===== src/rtl/cpu_debug_pkg.sv =====
// cpu_debug_pkg
// Shared definitions for the halt-triggered state dumper: default widths,
// the HALT instruction word, dump FSM state encoding, record kind and the
// record layout seen by the downstream trace/UART logger.
package cpu_debug_pkg;

    localparam int DUMP_DATA_W = 16;
    localparam int DUMP_MEM_AW = 16;
    localparam int DUMP_REG_AW = 4;

    // opcode 11100, all operand fields zero
    localparam logic [15:0] HALT_OPCODE = 16'hE000;

    typedef enum logic [2:0] {
        DS_IDLE    = 3'd0,
        DS_REG     = 3'd1,
        DS_MEM_REQ = 3'd2,
        DS_MEM_CHK = 3'd3,
        DS_EMIT    = 3'd4,
        DS_DONE    = 3'd5
    } dump_state_t;

    typedef enum logic {
        REC_REG = 1'b0,
        REC_MEM = 1'b1
    } rec_kind_t;

    typedef struct packed {
        rec_kind_t               kind;
        logic [DUMP_MEM_AW-1:0]  addr;
        logic [DUMP_DATA_W-1:0]  data;
    } dump_rec_t;

endpackage


===== src/rtl/halt_state_dumper_if.sv =====
// halt_state_dumper_if
// Record stream from the dumper to the trace/UART logger.
//   out_valid  record valid (master)
//   out_ready  consumer accepts when out_valid && out_ready (slave)
//   out_kind   0 = register record, 1 = memory record
//   out_addr   register index (zero-extended) or memory address
//   out_data   record payload
interface halt_state_dumper_if #(
    parameter int DATA_W = 16,
    parameter int MEM_AW = 16
);
    logic              out_valid;
    logic              out_ready;
    logic              out_kind;
    logic [MEM_AW-1:0] out_addr;
    logic [DATA_W-1:0] out_data;

    modport master (output out_valid, output out_kind, output out_addr,
                    output out_data, input out_ready);
    modport slave  (input out_valid, input out_kind, input out_addr,
                    input out_data, output out_ready);
endinterface


===== src/rtl/dump_out_reg.sv =====
// dump_out_reg
// Holding register for one output record plus its valid flag.
//   load/load_*  capture a new record and raise valid
//   ready        consumer ready
//   valid/kind/addr/data  registered record outputs, stable until accepted
//   accept       valid && ready, the handshake completes this cycle
// Outputs come straight from flops, so ready never reaches them
// combinationally.
module dump_out_reg #(
    parameter int DATA_W = 16,
    parameter int MEM_AW = 16
) (
    input  logic              clk,
    input  logic              reset,
    input  logic              load,
    input  logic              load_kind,
    input  logic [MEM_AW-1:0] load_addr,
    input  logic [DATA_W-1:0] load_data,
    input  logic              ready,
    output logic              valid,
    output logic              kind,
    output logic [MEM_AW-1:0] addr,
    output logic [DATA_W-1:0] data,
    output logic              accept
);

    assign accept = valid && ready;

    always_ff @(posedge clk or negedge reset) begin
        if (!reset) begin
            valid <= 1'b0;
            kind  <= 1'b0;
            addr  <= '0;
            data  <= '0;
        end else if (load) begin
            valid <= 1'b1;
            kind  <= load_kind;
            addr  <= load_addr;
            data  <= load_data;
        end else if (accept) begin
            valid <= 1'b0;
        end
    end

endmodule


===== src/rtl/halt_state_dumper.sv =====
// halt_state_dumper
// Watches the fetched instruction for HALT; on HALT freezes the cpu and
// streams r0..r15 followed by every non-zero data-memory word.
//   clk, reset(active-low async)
//   dump_en      arms HALT detection, drop to leave DONE
//   instr        instruction fetched by cpu
//   cpu_freeze   holds the cpu from the first dump cycle until re-armed
//   reg_rd_*     combinational register-file read port
//   mem_rd_*     data-memory read port, data one cycle after mem_rd_en
//   dump_out     record stream (halt_state_dumper_if master)
//   busy, done   dump in progress / complete
//   rec_count    records accepted this dump
//
// state    | meaning
// ---------+-------------------------------------------------------
// IDLE     | waiting for dump_en && HALT
// REG      | emitting register idx, advance on accept
// MEM_REQ  | read strobe for memory word addr
// MEM_CHK  | read data present; load record or skip zero word
// EMIT     | holding memory record until accepted
// DONE     | dump finished, cpu still frozen until dump_en drops
module halt_state_dumper #(
    parameter int          DATA_W      = cpu_debug_pkg::DUMP_DATA_W,
    parameter int          MEM_AW      = cpu_debug_pkg::DUMP_MEM_AW,
    parameter int          REG_AW      = cpu_debug_pkg::DUMP_REG_AW,
    parameter logic [15:0] HALT_OPCODE = cpu_debug_pkg::HALT_OPCODE
) (
    input  logic                clk,
    input  logic                reset,
    input  logic                dump_en,
    input  logic [15:0]         instr,
    output logic                cpu_freeze,
    output logic [REG_AW-1:0]   reg_rd_addr,
    input  logic [DATA_W-1:0]   reg_rd_data,
    output logic                mem_rd_en,
    output logic [MEM_AW-1:0]   mem_rd_addr,
    input  logic [DATA_W-1:0]   mem_rd_data,
    output logic                busy,
    output logic                done,
    output logic [MEM_AW:0]     rec_count,
    halt_state_dumper_if.master dump_out
);
    import cpu_debug_pkg::*;

    localparam logic [2:0] S_IDLE    = DS_IDLE;
    localparam logic [2:0] S_REG     = DS_REG;
    localparam logic [2:0] S_MEM_REQ = DS_MEM_REQ;
    localparam logic [2:0] S_MEM_CHK = DS_MEM_CHK;
    localparam logic [2:0] S_EMIT    = DS_EMIT;
    localparam logic [2:0] S_DONE    = DS_DONE;

    localparam logic [REG_AW-1:0] IDX_LAST    = '1;
    // address one below the top; reaching it arms last_word for the next step
    localparam logic [MEM_AW-1:0] ADDR_PENULT = {{(MEM_AW-1){1'b1}}, 1'b0};

    logic [2:0]        state;
    logic [REG_AW-1:0] idx;
    logic [MEM_AW-1:0] addr;
    logic              last_word;

    logic              load;
    logic              load_kind;
    logic [MEM_AW-1:0] load_addr;
    logic [DATA_W-1:0] load_data;
    logic              accept;
    logic              mem_hit;
    logic              advance;

    assign mem_hit = (mem_rd_data != '0);
    // move past the current memory word: skipped zero or accepted record
    assign advance = ((state == S_MEM_CHK) && !mem_hit) ||
                     ((state == S_EMIT) && accept);

    always_comb begin
        load      = 1'b0;
        load_kind = REC_REG;
        load_addr = '0;
        load_data = '0;
        case (state)
            S_REG: begin
                if (!dump_out.out_valid) begin
                    load      = 1'b1;
                    load_kind = REC_REG;
                    load_addr = MEM_AW'(idx);
                    load_data = reg_rd_data;
                end
            end
            S_MEM_CHK: begin
                if (mem_hit) begin
                    load      = 1'b1;
                    load_kind = REC_MEM;
                    load_addr = addr;
                    load_data = mem_rd_data;
                end
            end
            default: ;
        endcase
    end

    always_ff @(posedge clk or negedge reset) begin
        if (!reset) begin
            state     <= S_IDLE;
            idx       <= '0;
            addr      <= '0;
            last_word <= 1'b0;
            rec_count <= '0;
        end else begin
            if (accept) begin
                rec_count <= rec_count + 1'b1;
            end
            if (advance) begin
                if (last_word) begin
                    state <= S_DONE;
                end else begin
                    addr      <= addr + 1'b1;
                    last_word <= (addr == ADDR_PENULT);
                    state     <= S_MEM_REQ;
                end
            end
            case (state)
                S_IDLE: begin
                    if (dump_en && (instr == HALT_OPCODE)) begin
                        state     <= S_REG;
                        idx       <= '0;
                        addr      <= '0;
                        last_word <= 1'b0;
                        rec_count <= '0;
                    end
                end
                S_REG: begin
                    if (accept) begin
                        if (idx == IDX_LAST) begin
                            state <= S_MEM_REQ;
                        end else begin
                            idx <= idx + 1'b1;
                        end
                    end
                end
                S_MEM_REQ: state <= S_MEM_CHK;
                S_MEM_CHK: begin
                    if (mem_hit) begin
                        state <= S_EMIT;
                    end
                end
                S_EMIT: ;
                S_DONE: begin
                    if (!dump_en) begin
                        state     <= S_IDLE;
                        idx       <= '0;
                        addr      <= '0;
                        last_word <= 1'b0;
                        rec_count <= '0;
                    end
                end
                default: state <= S_IDLE;
            endcase
        end
    end

    assign cpu_freeze  = (state != S_IDLE);
    assign busy        = (state != S_IDLE) && (state != S_DONE);
    assign done        = (state == S_DONE);
    assign mem_rd_en   = (state == S_MEM_REQ);
    assign mem_rd_addr = addr;
    assign reg_rd_addr = idx;

    dump_out_reg #(
        .DATA_W (DATA_W),
        .MEM_AW (MEM_AW)
    ) u_out (
        .clk       (clk),
        .reset     (reset),
        .load      (load),
        .load_kind (load_kind),
        .load_addr (load_addr),
        .load_data (load_data),
        .ready     (dump_out.out_ready),
        .valid     (dump_out.out_valid),
        .kind      (dump_out.out_kind),
        .addr      (dump_out.out_addr),
        .data      (dump_out.out_data),
        .accept    (accept)
    );

endmodule


===== src/flat_wrapper.sv =====
// flat-port wrapper written by rule: the top's interface ports become plain ports
module halt_state_dumper_flat import cpu_debug_pkg::*;
#(
    parameter int          DATA_W      = cpu_debug_pkg::DUMP_DATA_W,
    parameter int          MEM_AW      = cpu_debug_pkg::DUMP_MEM_AW,
    parameter int          REG_AW      = cpu_debug_pkg::DUMP_REG_AW,
    parameter logic [15:0] HALT_OPCODE = cpu_debug_pkg::HALT_OPCODE
)
  (clk, reset, dump_en, instr, cpu_freeze, reg_rd_addr, reg_rd_data, mem_rd_en, mem_rd_addr, mem_rd_data, busy, done, rec_count, dump_out_out_valid, dump_out_out_kind, dump_out_out_addr, dump_out_out_data, dump_out_out_ready);
  halt_state_dumper_if #(.DATA_W(DATA_W), .MEM_AW(MEM_AW)) dump_out_i ();
  input  logic clk;
  input  logic reset;
  input  logic dump_en;
  input  logic [15:0] instr;
  output logic cpu_freeze;
  output logic [REG_AW-1:0] reg_rd_addr;
  input  logic [DATA_W-1:0] reg_rd_data;
  output logic mem_rd_en;
  output logic [MEM_AW-1:0] mem_rd_addr;
  input  logic [DATA_W-1:0] mem_rd_data;
  output logic busy;
  output logic done;
  output logic [MEM_AW:0] rec_count;
  output wire logic [$bits(dump_out_i.out_valid)-1:0] dump_out_out_valid;
  output wire logic [$bits(dump_out_i.out_kind)-1:0] dump_out_out_kind;
  output wire logic [$bits(dump_out_i.out_addr)-1:0] dump_out_out_addr;
  output wire logic [$bits(dump_out_i.out_data)-1:0] dump_out_out_data;
  input wire logic [$bits(dump_out_i.out_ready)-1:0] dump_out_out_ready;
  assign dump_out_out_valid = dump_out_i.out_valid;
  assign dump_out_out_kind = dump_out_i.out_kind;
  assign dump_out_out_addr = dump_out_i.out_addr;
  assign dump_out_out_data = dump_out_i.out_data;
  assign dump_out_i.out_ready = dump_out_out_ready;
  halt_state_dumper #(.DATA_W(DATA_W), .MEM_AW(MEM_AW), .REG_AW(REG_AW), .HALT_OPCODE(HALT_OPCODE)) u_core (.clk(clk), .reset(reset), .dump_en(dump_en), .instr(instr), .cpu_freeze(cpu_freeze), .reg_rd_addr(reg_rd_addr), .reg_rd_data(reg_rd_data), .mem_rd_en(mem_rd_en), .mem_rd_addr(mem_rd_addr), .mem_rd_data(mem_rd_data), .busy(busy), .done(done), .rec_count(rec_count), .dump_out(dump_out_i));
endmodule

===== config.mk =====
export PLATFORM = sky130hd
export DESIGN_NAME = halt_state_dumper_flat
export DESIGN_NICKNAME = d
export VERILOG_FILES = /design/src/rtl/cpu_debug_pkg.sv /design/src/rtl/halt_state_dumper_if.sv /design/src/rtl/dump_out_reg.sv /design/src/rtl/halt_state_dumper.sv /design/src/flat_wrapper.sv
export SDC_FILE = /design/constraint.sdc
export NUM_CORES = 1
export LEC_CHECK = 0
export ABC_CLOCK_PERIOD_IN_PS = 5000
export CORE_UTILIZATION = 52
export CTS_BUF_LIST = sky130_fd_sc_hd__clkbuf_2 sky130_fd_sc_hd__clkbuf_4 sky130_fd_sc_hd__clkbuf_8
export DETAILED_ROUTE_END_ITERATION = 8
export HOLD_SLACK_MARGIN = 0.1
export PLACE_DENSITY = 0.94
export SLEW_MARGIN = 40
export SYNTH_ARGS = -nofsm -noshare
export SYNTH_HDL_FRONTEND = slang
export SYNTH_HIERARCHICAL = 1
export SYNTH_SLANG_ARGS = --single-unit

===== constraint.sdc =====
create_clock -name clk -period 5 [get_ports clk]
set_input_delay 1.25 -clock clk [delete_from_list [all_inputs] [get_ports clk]]
set_output_delay 1.25 -clock clk [all_outputs]
set_load 0.02 [all_outputs]

# Yosys cells after proc, flatten, opt, wreduce, memory -nomap -nowiden
# Cells that the tools add are included.
# Widths: inputs -> output; s select.
# word_totals
output_inout_bits	75
wordCells	77
ff_bits	75
# op_classes
reduce_logical	13
n_mux	39
add_sub_neg	3
eq_ne	13
# ops
cell	count
$mux 16	7
$pmux 16 s2	3
$mux 17	3
$pmux 17 s2	1
$eq 16x16->1 const B	2
$mux 3	7
$mux 4	5
$pmux 3 s6	1
$add 17x1->17 const B	1
$add 16x1->16 const B	1
$reduce_bool 16->1	1
$pmux 4 s3	1
$mux 1	9
$eq 3x2->1 const B	2
$eq 3x3->1 const B	2
$reduce_bool 3->1	2
$logic_and 1x1->1	5
$reduce_and 5->1	1
$add 4x1->4 const B	1
$eq 4x4->1 const B	1
$ne 2x1->1 const B	2
$ne 2x2->1 const B	2
$pmux 1 s2	2
$eq 3x1->1 const B	1
other kinds (5)	5

# Logic depth before layout (Yosys ltp)
# depth
word_depth	8
mapped_depth	7
mapped_depth_nobuf	6

# Cells and area by module
# The synthesis kept the hierarchy.
# modules_own_cells
mod	cells_per_inst	area_each_um2	instances
halt_state_dumper	289	2572.5	1
dump_out_reg	74	1420.1	1

# Worst setup path before layout
# No wires, ideal clock.
# synth_timing
path_type	input-to-reg
start	input mem_rd_data[10]
end	register u_core.u_out.addr[10]
path_slack_ns	1.902
setup_ns	0.125
path_stages	5
arrival_ns	2.973
t_required_ns	4.875
path_buffers	1
path_cell_list	or4_1 or4_1 clkbuf_1 and3_1 mux2_4
# synth_between
elab_chain_cells	3
elab_cells_between_ends	5
# synth_rtl
item	line_no	source
start, declared	flat_wrapper.sv:20	input logic [DATA_W-1:0] mem_rd_data;
$reduce_bool 16->1	halt_state_dumper.sv:69	assign mem_hit = (mem_rd_data != '0);
$mux 16	halt_state_dumper.sv:89	if (mem_hit) begin
$pmux 16 s2	halt_state_dumper.sv:79	case (state)
net u_core.load_addr[10]	halt_state_dumper.sv:63	logic [MEM_AW-1:0] load_addr;
end signal, assigned	dump_out_reg.sv:38	addr <= load_addr;
end, declared	dump_out_reg.sv:22	output logic [MEM_AW-1:0] addr,
# The timed path passes the listed nets, and every way through them passes these cells.
# A chain may end at the register's enable or synchronous reset.

# Final worst setup path
# layout_timing
start	input mem_rd_data[10]
end	register u_core.u_out.data[7]
# layout_between
elab_chain_cells	3
elab_cells_between_ends	5
# layout_rtl
item	line_no	source
$reduce_bool 16->1	halt_state_dumper.sv:69	
$mux 1	halt_state_dumper.sv:89	
$pmux 1 s2	halt_state_dumper.sv:79	
net u_core.load	halt_state_dumper.sv:61	logic load;
end signal, assigned	dump_out_reg.sv:39	data <= load_data;
end, declared	dump_out_reg.sv:23	output logic [DATA_W-1:0] data,
# The timed path passes the listed nets, and every way through them passes these cells.

==> metrics.txt <==
first-pass GRT wire length=16400 um; Clk pwr share=0.351; synth unique cells=50; sequential share of power=0.486; Final #Nets=542; Place WS=1.09 ns; root buffer cell=clkbuf_8; top_reg_cell synth=dfrtp_1; CTS buffer count=9; row cnt=31; status=completed; worst min path class=reg -> reg; CTS tree=built; GRT busiest layer=met2; dominant cells by area after synthesis=dfrtp_1, mux2_4, a22o_1, nor2_1, and3_1; CP Capture Type=flip-flop; met2 usage=0.472; crit path DAT=3.81 ns; top cell type's share of synthesized area=0.470; utilization after layout=0.751; Layout area overhead=37.9%; Die Ht=89.6 um; initial core utilization=0.545; IO Pins=127; Final Hold Fails=0; Detailed Route WL=10900 um; setup ws final=1.42 ns; Mapped Nets=419; initial drt markers=244; Startpoint Class=input pin; Logic pwr share=0.163; met1 usage=0.328; Max-cap violations=0; Die ar.=0.00803 sq mm; CP Class=in -> reg; CP bufs+invs=2; Core Region=0.00733 sq mm; Via Count=3449; Clock Latency Late Sink=0.35 ns; Worst-Margin Slew=0.696 ns; TNS Setup=0 ns; Worst Path Max Fanout=21; DR DRC count=0; Critical Path Max Stage Delay=0.66 ns; Synth Cell Area=0.00399 sq mm; post-cts resize count=0; VDD IR-drop max=0.000132 V; post-CTS setup buffers=0; top cells by count, synth=dfrtp_1, nor2_1, mux2_4; drt pass-1 iters=5; LEAKAGE=2.36 nW; final period demand of the worst path=3.58 ns; wire per inst=18.5 um; asr flop ratio synth=1.00; Total GRT Usage=0.273; Setup Skew=0.00941 ns; average size of a mapped cell=11.0 sq um; fin crit share=0.715; Final Max Tran Viols=0; # H-tree levels=3; WP data required=5.23 ns; grt ovf=0; PwrDens=252 mW/mm^2; initial antenna violation count=0; share of cells above drive strength 1=0.138; area leader, netlist=dfrtp_1; crit-path leading delay family=simple AND/OR/NAND/NOR gates; Fmax=0.280 GHz; global routing usage on met3=0.0951; final setup violation count=0; largest net degree at the start of global routing=76; Routability Congestion=0.843; Clk pin slew, worst setup/hold paths=0.08 ns; RSZ-0062 raised after global routing=false; Slew headroom=0.536; hpwl dp=7620 um; Max Buffers Root-to-Sink=2; CP cell instances=clkdlybuf4s50_1, or4_1, nor4_4, o22ai_4, buf_4, mux2_4; Net Sw Frac=0.259; Post-synth EDFFs=0; yosys warns=6; placed insts=574; final cell count without fillers=590; Mapped Cells=363; vias in the first global route=3319; CTS sink count=75; most numerous cell in the Yosys netlist=dfrtp_1; Synth Register Bits=75; Die Wd=89.6 um; Internal=1.03 mW; Port Buffers=126; Post-CTS Hold Buffers=0; Final ANT Viol Nets=0; Net Sw Power=359 uW; Vias/cell=5.85; Crit-path slowest cell=or4_1; antenna cells=0; sequential share of the synthesized area=0.470
-- worst reg2reg max path: stages (launching register included) --
cell and delay (ns):
dfrtp_1 0.45, nor2b_1 0.31, nand2b_1 0.30, o22ai_4 0.63, buf_4 0.47, mux2_2 0.40
-- logic make-up after synthesis --
logic type / share of synthesized area
AOI/OAI and AO/OA: 0.130
DFF: 0.470
and+or+nand+nor: 0.183
buffers and inverters: 0.0423
xor gates and xnor gates: 0.0373
muxes: 0.125
adders and majority gates: 0.0125
-- power groups by stage --
stage | clock network (mW) | registers, mW | logic (mW)
2_1_floorplan | 0 | 0.715 | 0.0573
5_1_grt | 0.524 | 0.677 | 0.243
4_1_cts | 0.493 | 0.673 | 0.228
3_5_place_dp | 0 | 0.684 | 0.227
3_3_place_gp | 0 | 0.682 | 0.220
6_report | 0.487 | 0.674 | 0.226
-- final timing paths --
kind	from	endpoint	slack, ns	depth (start not counted)
min	u_core/u_out/data[13]$_DFFE_PN0P_	u_core/u_out/data[13]$_DFFE_PN0P_	0.51	1
min reg2reg	u_core/u_out/data[13]$_DFFE_PN0P_	u_core/u_out/data[13]$_DFFE_PN0P_	0.51	1
max	mem_rd_data[10]	u_core/u_out/data[7]$_DFFE_PN0P_	1.42	6
max in group asynchronous	reset	u_core/state[2]$_DFF_PN0_	3.62	1
min in group asynchronous	reset	u_core/u_out/data[8]$_DFFE_PN0P_	0.90	1
max reg2reg	u_core/state[0]$_DFF_PN0_	u_core/u_out/data[15]$_DFFE_PN0P_	2.33	5
-- cells in the final DEF, fill, tap and decap left out, types with 3 or more instances in the layout --
cell / instances
clkdlybuf4s50_1: 125
dfrtp_1: 75
nor2_1: 31
mux2_4: 29
nand2_1: 21
a22o_1: 20
a21oi_1: 15
and3_1: 14
clkbuf_8: 11
nor3_1: 11
o21ai_0: 11
inv_1: 10
nand3_1: 10
xor2_1: 10
or3_1: 9
xnor2_1: 7
nand4_1: 7
or4_1: 6
o31ai_1: 6
ha_1: 4
mux2_2: 4
nand2b_1: 3
nand3b_1: 3
or4_4: 3
and2_1: 3
or4b_2: 3
o211ai_1: 3
buf_4: 3
-- state kept, by name, summed over array words and instances, names as in the netlist --
signal and cells:
u_core/last_word 1, u_core/mem_rd_addr 16, u_core/rec_count 17, u_core/reg_rd_addr 4, u_core/state 3, u_core/u_out/addr 16, u_core/u_out/data 16, u_core/u_out/kind 1
u_core/u_out/valid 1
-- metrics by stage --
step,cell area (sq um),power (mW),hold WS [ns]
after floorplan,3990,0.773,0.533
after global placement,5280,0.902,0.492
after detailed placement,5290,0.911,0.493
after CTS,5500,1.39,0.514
after global routing,5500,1.44,0.528
final,5500,1.39,0.509
-- metal layers --
metal	vias to the layer above	share of wire
met5	-	0
met1	1700	0.41
met2	160	0.49
li1	1578	-
met3	11	0.097
met4	0	0.0087
-- layout make-up --
cell class,count,area (sq um)
Multi-Input combinational cell,261,1970
Sequential cell,75,1880
Fill cell,486,1830
Timing Repair Buffer,129,1280
Clock buffer,12,159
Tap cell,99,124
Clock inverter,4,48.8
Inverter,10,37.5
No activity file was read; power rests on OpenSTA's default activity.
